File: src/rtl/mc_pkg.sv
// Shared definitions for the multi-cycle MIPS32 controller:
// state encodings, opcode/funct constants, datapath select codes.
package mc_pkg;

    typedef enum logic [2:0] {
        S_FETCH  = 3'd0,
        S_DECODE = 3'd1,
        S_EXE    = 3'd2,
        S_MEM_RD = 3'd3,
        S_MEM_WR = 3'd4,
        S_WB     = 3'd5
    } state_e;

    localparam logic [5:0] OP_R   = 6'b000000;
    localparam logic [5:0] OP_ORI = 6'b001101;
    localparam logic [5:0] OP_LUI = 6'b001111;
    localparam logic [5:0] OP_LW  = 6'b100011;
    localparam logic [5:0] OP_SW  = 6'b101011;
    localparam logic [5:0] OP_BEQ = 6'b000100;
    localparam logic [5:0] OP_J   = 6'b000010;
    localparam logic [5:0] OP_JAL = 6'b000011;

    localparam logic [5:0] FN_ADDU = 6'b100001;
    localparam logic [5:0] FN_SUBU = 6'b100011;
    localparam logic [5:0] FN_JR   = 6'b001000;

    localparam logic [2:0] ALU_ADD   = 3'b000;
    localparam logic [2:0] ALU_SUB   = 3'b001;
    localparam logic [2:0] ALU_OR    = 3'b010;
    localparam logic [2:0] ALU_PASSB = 3'b011;

    localparam logic [1:0] EXT_ZERO = 2'b00;
    localparam logic [1:0] EXT_SIGN = 2'b01;
    localparam logic [1:0] EXT_LUI  = 2'b10;

    localparam logic [1:0] PC_PLUS4  = 2'b00;
    localparam logic [1:0] PC_BRANCH = 2'b01;
    localparam logic [1:0] PC_JUMP   = 2'b10;
    localparam logic [1:0] PC_REG    = 2'b11;

    localparam logic [1:0] RD_RT = 2'b00;
    localparam logic [1:0] RD_RD = 2'b01;
    localparam logic [1:0] RD_RA = 2'b10;

    localparam logic [1:0] WD_ALU = 2'b00;
    localparam logic [1:0] WD_MEM = 2'b01;
    localparam logic [1:0] WD_PC  = 2'b10;

    // One-hot instruction class; unsupported encodings land in nop.
    typedef struct packed {
        logic addu;
        logic subu;
        logic jr;
        logic ori;
        logic lui;
        logic lw;
        logic sw;
        logic beq;
        logic j;
        logic jal;
        logic nop;
    } iclass_t;

endpackage

File: src/rtl/mc_decode.sv
// Opcode/funct to one-hot instruction class.
// Ports: opcode_i, funct_i in; cls_o one-hot class out.
import mc_pkg::*;

module mc_decode (
    input  logic [5:0] opcode_i,
    input  logic [5:0] funct_i,
    output iclass_t    cls_o
);

    always_comb begin
        cls_o = '0;
        unique case (opcode_i)
            OP_R: begin
                unique case (funct_i)
                    FN_ADDU: cls_o.addu = 1'b1;
                    FN_SUBU: cls_o.subu = 1'b1;
                    FN_JR:   cls_o.jr   = 1'b1;
                    default: cls_o.nop  = 1'b1;
                endcase
            end
            OP_ORI:  cls_o.ori = 1'b1;
            OP_LUI:  cls_o.lui = 1'b1;
            OP_LW:   cls_o.lw  = 1'b1;
            OP_SW:   cls_o.sw  = 1'b1;
            OP_BEQ:  cls_o.beq = 1'b1;
            OP_J:    cls_o.j   = 1'b1;
            OP_JAL:  cls_o.jal = 1'b1;
            default: cls_o.nop = 1'b1;
        endcase
    end

endmodule

File: src/rtl/mc_ctrl.sv
// Multi-cycle controller: FETCH/DECODE/EXE/MEM/WB sequencing with a
// data-memory ready watchdog. Ports: clk, reset (async, active-low),
// opcode/funct/zero/mem_ready in; datapath enables, selects,
// instr_done, sticky err_timeout and debug state out.
import mc_pkg::*;

module mc_ctrl #(
    parameter int TIMEOUT = 16,
    parameter int CW      = 8
) (
    input  logic       clk,
    input  logic       reset,
    input  logic [5:0] opcode,
    input  logic [5:0] funct,
    input  logic       zero,
    input  logic       mem_ready,
    output logic       pc_wr,
    output logic [1:0] pc_src,
    output logic       ir_wr,
    output logic       reg_wr,
    output logic [1:0] reg_dst,
    output logic [1:0] wd_src,
    output logic       alu_src,
    output logic [2:0] alu_op,
    output logic [1:0] ext_op,
    output logic       mem_rd,
    output logic       mem_wr,
    output logic       instr_done,
    output logic       err_timeout,
    output logic [2:0] state
);

    localparam logic [CW-1:0] WD_LAST = CW'(TIMEOUT - 1);

    iclass_t       cls;
    state_e        state_q, state_d;
    logic [CW-1:0] wd_q, wd_d;
    logic          err_q, err_d;

    logic       pc_wr_c, ir_wr_c, reg_wr_c;
    logic       mem_rd_c, mem_wr_c, done_c, alu_src_c;
    logic [1:0] pc_src_c, reg_dst_c, wd_src_c, ext_op_c;
    logic [2:0] alu_op_c;

    mc_decode u_dec (
        .opcode_i (opcode),
        .funct_i  (funct),
        .cls_o    (cls)
    );

    always_ff @(posedge clk or negedge reset) begin
        if (!reset) begin
            state_q <= S_FETCH;
            wd_q    <= '0;
            err_q   <= 1'b0;
        end else begin
            state_q <= state_d;
            wd_q    <= wd_d;
            err_q   <= err_d;
        end
    end

    always_comb begin
        state_d   = state_q;
        wd_d      = wd_q;
        err_d     = err_q;
        pc_wr_c   = 1'b0;
        ir_wr_c   = 1'b0;
        reg_wr_c  = 1'b0;
        mem_rd_c  = 1'b0;
        mem_wr_c  = 1'b0;
        done_c    = 1'b0;
        alu_src_c = 1'b0;
        pc_src_c  = PC_PLUS4;
        reg_dst_c = RD_RT;
        wd_src_c  = WD_ALU;
        ext_op_c  = EXT_ZERO;
        alu_op_c  = ALU_ADD;

        unique case (state_q)
            S_FETCH: begin
                ir_wr_c = 1'b1;
                pc_wr_c = 1'b1;
                state_d = S_DECODE;
            end
            S_DECODE: begin
                unique case (1'b1)
                    cls.j: begin
                        pc_wr_c  = 1'b1;
                        pc_src_c = PC_JUMP;
                        done_c   = 1'b1;
                        state_d  = S_FETCH;
                    end
                    cls.nop: begin
                        done_c  = 1'b1;
                        state_d = S_FETCH;
                    end
                    cls.jal: state_d = S_WB;
                    default: state_d = S_EXE;
                endcase
            end
            S_EXE: begin
                unique case (1'b1)
                    cls.addu: state_d = S_WB;
                    cls.subu: begin
                        alu_op_c = ALU_SUB;
                        state_d  = S_WB;
                    end
                    cls.ori: begin
                        alu_src_c = 1'b1;
                        alu_op_c  = ALU_OR;
                        state_d   = S_WB;
                    end
                    cls.lui: begin
                        alu_src_c = 1'b1;
                        ext_op_c  = EXT_LUI;
                        alu_op_c  = ALU_PASSB;
                        state_d   = S_WB;
                    end
                    cls.lw: begin
                        alu_src_c = 1'b1;
                        ext_op_c  = EXT_SIGN;
                        state_d   = S_MEM_RD;
                    end
                    cls.sw: begin
                        alu_src_c = 1'b1;
                        ext_op_c  = EXT_SIGN;
                        state_d   = S_MEM_WR;
                    end
                    cls.beq: begin
                        alu_op_c = ALU_SUB;
                        pc_wr_c  = zero;
                        pc_src_c = PC_BRANCH;
                        done_c   = 1'b1;
                        state_d  = S_FETCH;
                    end
                    cls.jr: begin
                        pc_wr_c  = 1'b1;
                        pc_src_c = PC_REG;
                        done_c   = 1'b1;
                        state_d  = S_FETCH;
                    end
                    default: state_d = S_FETCH;
                endcase
            end
            S_MEM_RD, S_MEM_WR: begin
                mem_rd_c = (state_q == S_MEM_RD);
                mem_wr_c = (state_q == S_MEM_WR);
                // Completion beats expiry when both land together.
                if (mem_ready) begin
                    wd_d    = '0;
                    done_c  = mem_wr_c;
                    state_d = mem_rd_c ? S_WB : S_FETCH;
                end else if (wd_q == WD_LAST) begin
                    wd_d    = '0;
                    err_d   = 1'b1;
                    state_d = S_FETCH;
                end else begin
                    wd_d = wd_q + CW'(1);
                end
            end
            S_WB: begin
                reg_wr_c = 1'b1;
                done_c   = 1'b1;
                state_d  = S_FETCH;
                unique case (1'b1)
                    cls.addu, cls.subu: reg_dst_c = RD_RD;
                    cls.lw:             wd_src_c  = WD_MEM;
                    cls.jal: begin
                        reg_dst_c = RD_RA;
                        wd_src_c  = WD_PC;
                        pc_wr_c   = 1'b1;
                        pc_src_c  = PC_JUMP;
                    end
                    default: ;
                endcase
            end
            default: state_d = S_FETCH;
        endcase
    end

    // FETCH is the reset state, so its strobes must be masked while
    // reset is held to keep the datapath quiet.
    assign pc_wr       = reset & pc_wr_c;
    assign ir_wr       = reset & ir_wr_c;
    assign reg_wr      = reset & reg_wr_c;
    assign mem_rd      = reset & mem_rd_c;
    assign mem_wr      = reset & mem_wr_c;
    assign instr_done  = reset & done_c;
    assign alu_src     = reset & alu_src_c;
    assign pc_src      = reset ? pc_src_c : '0;
    assign reg_dst     = reset ? reg_dst_c : '0;
    assign wd_src      = reset ? wd_src_c : '0;
    assign ext_op      = reset ? ext_op_c : '0;
    assign alu_op      = reset ? alu_op_c : '0;
    assign err_timeout = err_q;
    assign state       = state_q;

endmodule
File: config.mk
export PLATFORM = sky130hd
export DESIGN_NAME = mc_ctrl
export DESIGN_NICKNAME = d
export VERILOG_FILES = /design/src/rtl/mc_pkg.sv /design/src/rtl/mc_decode.sv /design/src/rtl/mc_ctrl.sv
export SDC_FILE = /design/constraint.sdc
export NUM_CORES = 1
export LEC_CHECK = 0
export BUFFER_PORTS_ARGS = -buffer_cell sky130_fd_sc_hd__buf_2
export CORE_UTILIZATION = 40
export CTS_BUF_LIST = sky130_fd_sc_hd__clkbuf_4 sky130_fd_sc_hd__clkbuf_8
export CTS_CLUSTER_SIZE = 30
export DETAILED_ROUTE_END_ITERATION = 10
export PLACE_DENSITY = 0.69
export SLEW_MARGIN = 0
export SYNTH_ARGS = -nofsm -noshare
export SYNTH_HDL_FRONTEND = slang
export SYNTH_SLANG_ARGS = --single-unit
File: constraint.sdc
create_clock -name clk -period 2 [get_ports clk]
set_input_delay 0.4 -clock clk [delete_from_list [all_inputs] [get_ports clk]]
set_output_delay 0.4 -clock clk [all_outputs]
set_load 0.005 [all_outputs]
# Yosys cells after proc, flatten, opt, wreduce, memory -nomap -nowiden
# Cells that the tools add are included.
# Widths: inputs -> output; s select.
# totals
out_inout_bits	22
regBits	12
# op_classes
n_bitwise	8
n_addsub	1
muxes	52
eq_ne	17
n_reduce_logical	13
# ops
op	count
$eq 6x6->1 const B	4
$mux 1	22
$mux 2	10
$eq 6x4->1 const B	3
$mux 8	2
$pmux 2 s2	4
$mux 3	5
$eq 6x2->1 const B	2
$pmux 2 s3	2
$pmux 3 s4	1
$reduce_or 2->1	6
$pmux 3 s3	1
$add 8x1->8 const B	1
$eq 8x4->1 const B	1
$pmux 1 s4	2
$reduce_or 4->1	2
$and 1x1->1	7
$reduce_or 7->1	1
$eq 3x2->1 const B	2
$eq 3x3->1 const B	2
$eq 6x3->1 const B	1
$logic_not 6->1	1
$pmux 3 s2	1
$pmux 1 s2	2
other kinds (6)	6

# Longest topological paths before layout
# Gate-level depths: netlist (run 1).
# depth
depth_word	8
mapped_depth	7
depth_no_buf	6

# By module
# A second synthesis (run 1) with hierarchy kept.
# unflattened
hier_cells	143
area_unflattened_um2	1113.6
# by_module_without_submodules
module	cells_per_inst	area_per_inst_um2	seq_area_each_um2	n_inst
mc_ctrl	112	917.1	300.3	1
mc_decode	31	196.4	0.0	1

# Worst setup path after synthesis (run 1)
# No wires, ideal clock.
# synth_timing
kind	input to output
startpoint	in opcode[3]
endpoint	out alu_op[0]
t_arrival_ps	1603
setup_slack_ps	-3
path_stages	6
cell_sequence	clkbuf_2 nor4_4 nand2_1 nor4_1 nand2_1 a31oi_1
# synth_between
elab_chain_len	6
word_cells_on_any_way	12
classes_between	3 x eq/ne; 7 x mux; 2 x reduce/logical
# synth_rtl
item	line_no	text
start, declared	mc_ctrl.sv:13	input logic [5:0] opcode,
$eq 6x3->1 / $logic_not 6->1 (equally long branches)	mc_decode.sv:13	unique case (opcode_i)
$mux 1 / $mux 3 (equally long branches)	mc_decode.sv:13	
$reduce_or 2->1 (no line)	n/a	
$pmux 2 s3 *	mc_ctrl.sv:103	unique case (1'b1)
$mux 2 *	mc_ctrl.sv:80	unique case (state_q)
$mux 3 *	mc_ctrl.sv:195	assign alu_op = reset ? alu_op_c : '0;
end, declared	mc_ctrl.sv:24	output logic [2:0] alu_op,
# Mark *: on every way between the ends. The rest lies on a longest branch, timed or not.

# Worst setup path in the final report (run 1)
# layout_timing
startpoint	in funct[0]
endpoint	out instr_done
# layout_between
elab_chain_len	8
word_cells_on_any_way	14
classes_between	3 x eq/ne; 7 x mux; 1 x bitwise; 3 x reduce/logical
# layout_rtl
item	line_no	text
start, declared	mc_ctrl.sv:14	input logic [5:0] funct,
$eq 6x6->1 / $eq 6x4->1 (equally long branches)	mc_decode.sv:15	unique case (funct_i)
$reduce_or 3->1 (no line)	n/a	
$mux 1	mc_decode.sv:15	
$pmux 1 s2	mc_decode.sv:13	
$reduce_or 2->1 (no line)	n/a	
$mux 1	mc_ctrl.sv:87	unique case (1'b1)
$pmux 1 s4 *	mc_ctrl.sv:80	
$and 1x1->1 *	mc_ctrl.sv:189	assign instr_done = reset & done_c;
end, declared	mc_ctrl.sv:28	output logic instr_done,
# Marks and branches as above.

==> flow_metrics.env, run 1 <==
export IMPL_status="finished, violations left"
export IMPL_violations="negative setup slack"
export IMPL_drt_initial_drc_count=41
export IMPL_root_buffer="clkbuf_4"
export IMPL_grt_max_degree=15
export IMPL_io_pins=38
export IMPL_hpwl_mm=2.421
export IMPL_power_internal_uw=544.2
export IMPL_chipHeight_um=53.90
export IMPL_via_count=1316
export IMPL_skew_ns=0.004235
export IMPL_p_sw_share_pct=37.79
export IMPL_cts_clk_slew_worst_paths_ns=0.07
export IMPL_synth_main_ff_cell="dfrtp_1"
export IMPL_die_w_um=53.90
export IMPL_synth_edf_count=0
export IMPL_grt_pass1_wl_mm=4.995
export IMPL_utilization_pct=63.41
export IMPL_end_kind="primary output"
export IMPL_placed_cell_area_um2=1416
export IMPL_comb_power_share_pct=47.5
export IMPL_gp_congestion=0.8162
export IMPL_ys_seq_elements=12
export IMPL_fin_area_um2=1585
export IMPL_p_total_uw=874.8
export IMPL_grt_usage_pct=23.98
export IMPL_n_fill_cell=216
export IMPL_fmax_mhz=482.0
export IMPL_synthArstFlopShare_pct=100.0
export IMPL_hold_class="primary input to async pin"
export IMPL_arrival_ns=1.67
export IMPL_dr_pass1_iters=4
export IMPL_rows=18
export IMPL_path_max_fanout=2
export IMPL_portBuffers=36
export IMPL_slew_violations=0
export IMPL_start_util_pct=43.09
export IMPL_clock_power_share_pct=16.1
export IMPL_setup_viol=1
export IMPL_seq_area_um2=301.5
export IMPL_rsz0062_at_grt="true"
export IMPL_cp_slowest_cell="o311a_1"
export IMPL_ys_types=45
export IMPL_coreArea_um2=2500
export IMPL_numCtsBuffers=3
export IMPL_cts_buffer_depth=2
export IMPL_htree_levels=1
export IMPL_antenna_found_initial=0
export IMPL_rrSetupSlack_ns=0.29
export IMPL_p_seq_share_pct=36.3
export IMPL_layout_common_cells="32 x buf_2, 25 x buf_4, 14 x nand2_1, 12 x nor2_1, 11 x dfrtp_1"
export IMPL_timing_final_hold_violations=0
export IMPL_ir_drop_mv=0.5746
export IMPL_final_common_cell="buf_2"
export IMPL_critical_path_class="primary input to primary output"
export IMPL_crit_required_ns=1.60
export IMPL_crit_chain="buf_8 -> nor4b_4 -> a31oi_1 -> o311a_1 -> o31ai_2 -> a21oi_1 -> buf_2"
export IMPL_p_leak_uw=0.0007384
export IMPL_tightest_slew_ns=0.5397
export IMPL_power_density_nw_per_um2=551.8
export IMPL_syn_to_final_growth_pct=47.15
export IMPL_cts_tree="built"
export IMPL_p_sw_uw=330.6
export IMPL_diodes=0
export IMPL_slew_headroom_pct=63.75
export IMPL_nets=218
export IMPL_synthCells=142
export IMPL_netlist_area_um2=1077
export IMPL_cap_violations=0
export IMPL_dieArea_um2=2905
export IMPL_cts_num_sinks=12
export IMPL_setup_ws_ns=-0.07463
export IMPL_r2r_cells=5
export IMPL_period_needed_ns=2.075
export IMPL_fin_crit_sh_pct=103.7
export IMPL_clk_insertion_delay_late_ns=0.27
export IMPL_cp_start_kind="primary input"
export IMPL_drc=0
export IMPL_wl_per_cell_um=14.32
export IMPL_syn_avg_cell_area_um2=7.586
export IMPL_wl_mm=3.279
export IMPL_overflow=0
export IMPL_multi_input_area_um2=783.3
export IMPL_yosys_warnings=0
export IMPL_max_stage_delay_ns=0.32
export IMPL_yosysSeqAreaShare_pct=27.87
export IMPL_grt_pass1_vias=1145
export IMPL_synth_nets=159
export IMPL_drive_gt1_share_pct=43.22
export IMPL_viasPerCell=5.747
export IMPL_ant_nets=0
export IMPL_tns_ns=-0.07463
## kinds of logic (layout without fill, tap and decap cells)
| logic type | Yosys count | after routing | share of synthesized area [%] |
|---|---|---|---|
| simple gates | 72 | 72 | 37.86 |
| xor+xnor | 3 | 3 | 2.439 |
| flops | 12 | 12 | 27.87 |
| mux | 2 | 2 | 1.974 |
| buf+inv | 14 | 71 | 6.386 |
| fa+ha+maj | 1 | 1 | 1.161 |
| compound gates | 37 | 37 | 21.95 |
| other cells | 1 | 1 | 0.3481 |
## flip-flops by register name, indices dropped and copies added (netlist names)
name         cells
state            3
wd_q             8
err_timeout      1
## worst max-delay path: cells and delay by family
| family | cells | cell delay, ns |
|---|---|---|
| AND/OR/NAND/NOR | 1 | 0.28 |
| AO/OA/AOI/OAI | 4 | 0.75 |
| buffers and inverters | 2 | 0.24 |
## power by group through the flow
| stage | Sequential [uW] | Combinational (uW) | Clock (uW) |
|---|---|---|---|
| floorplan | 317 | 221 | 0 |
| CTS | 316 | 382 | 146 |
| detailed placement | 319 | 370 | 0 |
| finish | 318 | 416 | 141 |
| global route | 321 | 454 | 154 |
| global placement | 314 | 351 | 0 |
## path summary, 6_finish.rpt
path / from / endpoint
min in group clk: mem_ready / wd_q[4]$_DFFE_PN0N_
worst min-delay path: reset / state[0]$_DFFE_PN0P_
worst max register to register: wd_q[6]$_DFFE_PN0N_ / state[0]$_DFFE_PN0P_
max in group asynchronous: reset / wd_q[2]$_DFFE_PN0N_
worst max-delay path: funct[0] / instr_done
worst min register to register: err_timeout$_DFFE_PN0P_ / err_timeout$_DFFE_PN0P_
## metrics by stage
step           setup WS, ns  hold slack [ns]  std cells
6_report           -0.07463           0.1482        229
5_1_grt             -0.1346           0.1549        229
4_1_cts            -0.02803           0.1359        225
3_5_place_dp       -0.04119           0.2471        221
3_3_place_gp       -0.01028           0.2413        221
2_1_floorplan       0.06805           0.1044        142
## metal layers
metal,GRT usage [%],share of wire (%)
met1,30.50,42
met2,40.33,50
met3,5.367,7.4
met4,6.579,0.85
met5,0,0
## area by class of cell
type	instances	share of cell area, %
inverter	5	1.184
multi-input combinational	116	49.41
clock buffer	3	1.421
tap	30	2.368
timing repair buffer	63	26.60
sequential	12	19.02
## what timing repair did
item | in CTS | in global routing
pin swaps | 0 | 12
hold endpoints to repair | 4 | 0
setup buffers | 0 | 4
setup endpoints to repair | 5 | 10
gates resized for setup | 8 | 18
hold buffers | 1 | 0
## Yosys cell counts, types with 2 or more instances
cell type / number / area, um2
nor2b_1: 3 / 18.77
nor4_1: 6 / 37.54
nand2_1: 14 / 52.55
nor4b_1: 2 / 17.52
a21oi_1: 13 / 65.06
nand4_1: 3 / 18.77
xnor2_1: 2 / 17.52
a31oi_1: 3 / 18.77
nand3_1: 8 / 40.04
and2_1: 4 / 25.02
a22o_1: 3 / 26.28
inv_1: 5 / 18.77
clkbuf_1: 4 / 15.01
or3_1: 2 / 12.51
o21ai_0: 9 / 45.04
nand3b_1: 2 / 15.01
nand2b_1: 2 / 12.51
dfrtp_1: 12 / 300.3
nor2_1: 14 / 52.55
nor3_1: 6 / 30.03
Note: power is estimated with default switching activity, not from simulation.
==> run 2: changes to the inputs <==
--- a/config.mk
+++ b/config.mk
@@ -5,12 +5,12 @@
 export SDC_FILE = /design/constraint.sdc
 export NUM_CORES = 1
 export LEC_CHECK = 0
-export BUFFER_PORTS_ARGS = -buffer_cell sky130_fd_sc_hd__buf_2
 export CORE_UTILIZATION = 40
 export CTS_BUF_LIST = sky130_fd_sc_hd__clkbuf_4 sky130_fd_sc_hd__clkbuf_8
 export CTS_CLUSTER_SIZE = 30
 export DETAILED_ROUTE_END_ITERATION = 10
-export PLACE_DENSITY = 0.69
+export DONT_BUFFER_PORTS = 1
+export PLACE_DENSITY = 0.56
 export SLEW_MARGIN = 0
 export SYNTH_ARGS = -nofsm -noshare
 export SYNTH_HDL_FRONTEND = slang
==> run 2 against run 1 <==
Against the previous run: the flow now finishes without violations; clock power hardly changed; wire length is 17% lower; combinational power is 24% lower; sequential power hardly changed; fmax is 6.4% higher; final area is 23% lower; clock-buffer cell count stayed put; largest cell class unchanged.
==> flow_metrics.env, run 2 (synthesis results as in run 1) <==
export IMPL_status="finished, final reports clean"
export IMPL_arrival_ns=1.55
export IMPL_chipHeight_um=53.90
export IMPL_critical_path_class="flop to primary output"
export IMPL_crit_chain="nor2_2 -> and2_4 -> nand4_1 -> a31o_2 -> a21oi_2"
export IMPL_n_fill_cell=245
export IMPL_utilization_pct=49.05
export IMPL_crit_required_ns=1.60
export IMPL_drc=0
export IMPL_dieArea_um2=2905
export IMPL_drive_gt1_share_pct=20.27
export IMPL_cp_slowest_cell="dfrtp_2"
export IMPL_cts_buffer_depth=2
export IMPL_critPathTopFamily="flip-flops"
export IMPL_power_density_nw_per_um2=630.6
export IMPL_final_common_cell="nand2_1"
export IMPL_portBuffers=0
export IMPL_slew_violations=0
export IMPL_wl_met2_mm=1.241
export IMPL_antenna_found_initial=0
export IMPL_cts_clk_slew_worst_paths_ns=0.07
export IMPL_met3_length_um=171
export IMPL_ant_nets=0
export IMPL_viasPerCell=6.039
export IMPL_diodes=0
export IMPL_numCtsBuffers=3
export IMPL_cp_depth=5
export IMPL_fmax_mhz=513.1
export IMPL_rows=18
export IMPL_path_buf_inv=0
export IMPL_cap_violations=0
export IMPL_overflow=0
export IMPL_via_count=1075
export IMPL_grt_pass1_wl_mm=4.381
export IMPL_rsz0062_at_grt="true"
export IMPL_place_inst=173
export IMPL_whs_ns=0.2353
export IMPL_top_register="wd_q"
export IMPL_tns_ns=0
export IMPL_slew_headroom_pct=64.47
export IMPL_timing_final_hold_violations=0
export IMPL_tightest_slew_ns=0.5312
export IMPL_nets=167
export IMPL_htree_levels=1
export IMPL_grt_max_degree=14
export IMPL_fin_cells=178
export IMPL_setup_viol=0
export IMPL_start_util_pct=43.09
export IMPL_max_stage_delay_ns=0.44
export IMPL_dr_pass1_iters=4
export IMPL_wl_per_cell_um=15.28
export IMPL_period_needed_ns=1.949
export IMPL_grt_pass1_vias=955
export IMPL_drt_initial_drc_count=28
export IMPL_root_buffer="clkbuf_4"
export IMPL_cts_tree="built"
export IMPL_hold_class="primary input to flop"
export IMPL_r2r_cells=6
export IMPL_ir_drop_mv=0.4074
export IMPL_wl_mm=2.720
export IMPL_largest_reg_flops=8
export IMPL_io_pins=38
export IMPL_hpwl_mm=2.069
export IMPL_die_w_um=53.90
export IMPL_fin_crit_sh_pct=97.45
export IMPL_path_max_fanout=5
export IMPL_cts_num_sinks=12
export IMPL_coreArea_um2=2500
export IMPL_clk_insertion_delay_late_ns=0.27
export IMPL_gp_congestion=0.8644
export IMPL_skew_ns=0.004363
export IMPL_syn_to_final_growth_pct=13.82
export IMPL_layout_common_cells="14 x nand2_1, 13 x nor2_1, 11 x a21oi_1, 11 x buf_4, 10 x dfrtp_1"
export IMPL_top_layer="met4"
export IMPL_grt_usage_pct=21.03
export IMPL_cp_start_kind="flop"
export IMPL_end_kind="primary output"
export IMPL_wl_met1_mm=1.296
export IMPL_min_path_cells=1
export IMPL_p_leak_uw=0.0004747
-- run 2: cell count changes in the layout (fill, tap and decap cells not counted), moves of 2 or more --
| cell | previous run | this run |
|---|---|---|
| buf_6 | 3 | 0 |
| buf_4 | 25 | 11 |
| buf_2 | 32 | 0 |
| buf_8 | 2 | 0 |
-- run 2: worst paths after layout --
path	startpoint	to	slack, ns
setup / recovery	state[2]$_DFFE_PN0P_	pc_wr	0.05
hold / removal	mem_ready	wd_q[2]$_DFFE_PN0N_	0.24
setup reg to reg	wd_q[5]$_DFFE_PN0N_	state[0]$_DFFE_PN0P_	0.20
hold reg to reg	err_timeout$_DFFE_PN0P_	err_timeout$_DFFE_PN0P_	0.49
max in group asynchronous	reset	state[2]$_DFFE_PN0P_	1.07
min in group asynchronous	reset	wd_q[5]$_DFFE_PN0N_	0.55
-- run 2: metrics by stage --
step           setup slack [ns]  power [uW]  cell area [um2]
2_1_floorplan           0.06805       538.0             1084
3_3_place_gp             0.1580       606.2             1146
3_5_place_dp             0.1002       616.5             1146
4_1_cts                0.002370       775.3             1191
5_1_grt                -0.06133       838.0             1226
6_report                0.05092       773.2             1226
-- run 2: cell type report --
cell class	count	area [um2]	area share, %
Sequential cell	12	302.8	24.69
Tap cell	30	37.54	3.061
Clock buffer	3	22.52	1.837
Multi-Input combinational cell	116	752.0	61.33
Timing Repair Buffer	12	92.59	7.551
Inverter	5	18.77	1.531
-- run 2: what timing repair did --
action,CTS,global route
setup buffers,0,1
gates cloned,0,0
endpoints found under the hold margin,12,0
setup endpoints to repair,3,8
hold buffers,1,0
pin swaps,0,2
gates resized for setup,4,6
-- run 2: where the power goes --
part	leakage, uW	internal [uW]	switching (uW)
combinational	0.000312	139	176
clock	0.0000138	69.6	70.3
sequential	0.000149	281	36.9
-- run 2: layer usage --
metal	global-route usage, %	vias up
met1	30.33	502
met4	5.263	0
met3	4.802	2
met2	31.28	39
li1	-	532
met5	0	-
==> run 3: changes to the inputs <==
--- a/config.mk
+++ b/config.mk
@@ -5,6 +5,7 @@
 export SDC_FILE = /design/constraint.sdc
 export NUM_CORES = 1
 export LEC_CHECK = 0
+export CORE_MARGIN = 2
 export CORE_UTILIZATION = 40
 export CTS_BUF_LIST = sky130_fd_sc_hd__clkbuf_4 sky130_fd_sc_hd__clkbuf_8
 export CTS_CLUSTER_SIZE = 30
==> constraint.sdc (replaced) <==
create_clock -name clk -period 2 [get_ports clk]
set_input_delay 0.2 -clock clk [delete_from_list [all_inputs] [get_ports clk]]
set_output_delay 0.2 -clock clk [all_outputs]
set_load 0.005 [all_outputs]
==> run 3 against run 2 <==
Against the previous run: critical endpoint unchanged; highest routed layer unchanged; die area is 7.6% higher; clock power is 42% higher; critical path depth stayed put; via count stayed put; register-to-register slack better by 0.09 ns; largest cell class unchanged; largest power group unchanged; final area is 4.1% lower; clock-buffer cell count is 1 higher.
==> flow_metrics.env, run 3 (synthesis results as in run 1) <==
export IMPL_chipHeight_um=55.90
export IMPL_start_util_pct=42.71
export IMPL_layout_common_cells="14 x nand2_1, 13 x nor2_1, 12 x a21oi_1, 10 x dfrtp_1, 9 x o21ai_0"
export IMPL_htree_levels=1
export IMPL_hold_end="wd_q[2]$_DFFE_PN0N_"
export IMPL_path_max_fanout=10
export IMPL_dr_pass1_iters=4
export IMPL_hold_class="primary input to flop"
export IMPL_rsz0062_at_grt="false"
export IMPL_fmax_mhz=528.9
export IMPL_wl_per_cell_um=15.63
export IMPL_hold_start="mem_ready"
export IMPL_tightest_slew_ns=0.5688
export IMPL_ant_nets=0
export IMPL_wl_mm=2.719
export IMPL_nets=162
export IMPL_grt_usage_pct=18.42
export IMPL_coreArea_um2=2522
export IMPL_min_path_cells=1
export IMPL_diodes=0
export IMPL_p_sw_share_pct=35.71
export IMPL_p_seq_share_pct=41.6
export IMPL_rrSetupSlack_ns=0.29
export IMPL_root_buffer="clkbuf_4"
export IMPL_p_sw_uw=285.5
export IMPL_numCtsBuffers=3
export IMPL_die_w_um=55.90
export IMPL_p_leak_uw=0.0004662
export IMPL_viasPerCell=6.178
export IMPL_io_pins=38
export IMPL_r2r_cells=5
export IMPL_largest_reg_flops=8
export IMPL_r2r_start="wd_q[5]$_DFFE_PN0N_"
export IMPL_timing_final_hold_violations=0
export IMPL_comb_power_share_pct=33.5
export IMPL_cp_slowest_cell="dfrtp_2"
export IMPL_max_stage_delay_ns=0.46
export IMPL_slew_headroom_pct=61.95
export IMPL_cts_buffer_depth=2
export IMPL_end_kind="primary output"
export IMPL_rows=18
export IMPL_hpwl_mm=2.004
export IMPL_clk_insertion_delay_late_ns=0.28
export IMPL_n_fill_cell=271
export IMPL_crit_chain="buf_4 -> and2_1 -> nand4_1 -> a31o_2 -> a21oi_2"
export IMPL_fin_crit_sh_pct=94.53
export IMPL_cp_start_kind="flop"
export IMPL_cts_num_sinks=12
export IMPL_worst_r2r_endpoint="state[0]$_DFFE_PN0P_"
export IMPL_grt_max_degree=13
export IMPL_clock_power_share_pct=24.8
export IMPL_crit_required_ns=1.80
export IMPL_via_count=1075
export IMPL_portBuffers=0
export IMPL_arrival_ns=1.69
export IMPL_syn_to_final_growth_pct=9.176
export IMPL_slew_violations=0
export IMPL_setup_viol=0
export IMPL_cap_violations=0
export IMPL_status="finished, final reports clean"
export IMPL_grt_pass1_vias=939
export IMPL_tns_ns=0
export IMPL_fin_cells=174
export IMPL_final_common_cell="nand2_1"
export IMPL_grt_pass1_wl_mm=4.595
export IMPL_drc=0
export IMPL_ir_drop_mv=0.4194
export IMPL_top_register="wd_q"
export IMPL_place_inst=168
export IMPL_cts_clk_slew_worst_paths_ns=0.08
export IMPL_dieArea_um2=3124
export IMPL_drive_gt1_share_pct=13.89
export IMPL_power_internal_uw=514.0
export IMPL_gp_congestion=0.8173
export IMPL_overflow=0
export IMPL_skew_ns=0.001989
export IMPL_period_needed_ns=1.891
export IMPL_critical_path_class="flop to primary output"
export IMPL_cts_tree="built"
export IMPL_antenna_found_initial=0
export IMPL_drt_initial_drc_count=40
export IMPL_power_density_nw_per_um2=679.7
-- run 3: power by group through the flow --
stage / logic (uW) / registers, uW / clock network [uW]
finish: 268 / 333 / 199
global placement: 257 / 334 / 0
global route: 308 / 342 / 222
detailed placement: 253 / 335 / 0
CTS: 262 / 329 / 207
floorplan: 221 / 317 / 0
-- run 3: timing repair --
action / CTS / global route
hold buffers: 1 / 0
setup buffers: 0 / 1
gates cloned: 0 / 0
resized for setup: 1 / 4
endpoints found under the setup margin: 1 / 4
endpoints found under the hold margin: 12 / 0
-- run 3: how the worst max path moves through the flow --
stage,endpoint,startpoint,slack (ns),cells after the start
after floorplan,state[0]$_DFFE_PN0P_,wd_q[5]$_DFFE_PN0N_,0.38,5
after global placement,pc_wr,state[2]$_DFFE_PN0P_,0.33,5
after detailed placement,pc_wr,state[2]$_DFFE_PN0P_,0.32,5
after CTS,pc_wr,state[1]$_DFFE_PN0P_,0.008,5
after global routing,reg_dst[0],state[1]$_DFFE_PN0P_,0.004,5
final,pc_wr,state[1]$_DFFE_PN0P_,0.11,5
-- run 3: cell type report --
class / instances / area, um2 / area share (%)
clock buffers: 4 / 36.28 / 3.085
inverters: 5 / 18.77 / 1.596
multi-input cells: 116 / 720.7 / 61.28
flip-flops and latches: 12 / 302.8 / 25.74
well taps: 30 / 37.54 / 3.191
repair buffers: 7 / 60.06 / 5.106
-- run 3: critical path: cells and delay by family, from the launching register on --
kind	cells	cell delay, ns
AOI/OAI and AO/OA	2	0.43
buffers and inverters	1	0.19
DFF	1	0.46
and+or+nand+nor	2	0.32
-- run 3: per-stage QoR --
| stage | total power, uW | hold WS [ns] | utilization (%) | worst slack, ns | instance area (um2) |
|---|---|---|---|---|---|
| 3_3_place_gp | 590.4 | -0.09500 | 43.70 | 0.3257 | 1102 |
| 4_1_cts | 798.8 | 0.01137 | 45.59 | 0.008299 | 1150 |
| 6_report | 799.5 | 0.01888 | 46.63 | 0.1093 | 1176 |
| 5_1_grt | 872.4 | 0.01932 | 46.63 | 0.004367 | 1176 |
| 2_1_floorplan | 537.8 | -0.09559 | - | 0.3777 | 1077 |
| 3_5_place_dp | 588.0 | -0.09484 | 43.70 | 0.3176 | 1102 |
-- run 3: layer usage --
| layer | wire length [um] | track usage, % |
|---|---|---|
| met1 | 1338 | 28.20 |
| met2 | 1098 | 24.66 |
| met3 | 254 | 5.581 |
| met4 | 27 | 5.102 |
| met5 | 0 | 0 |
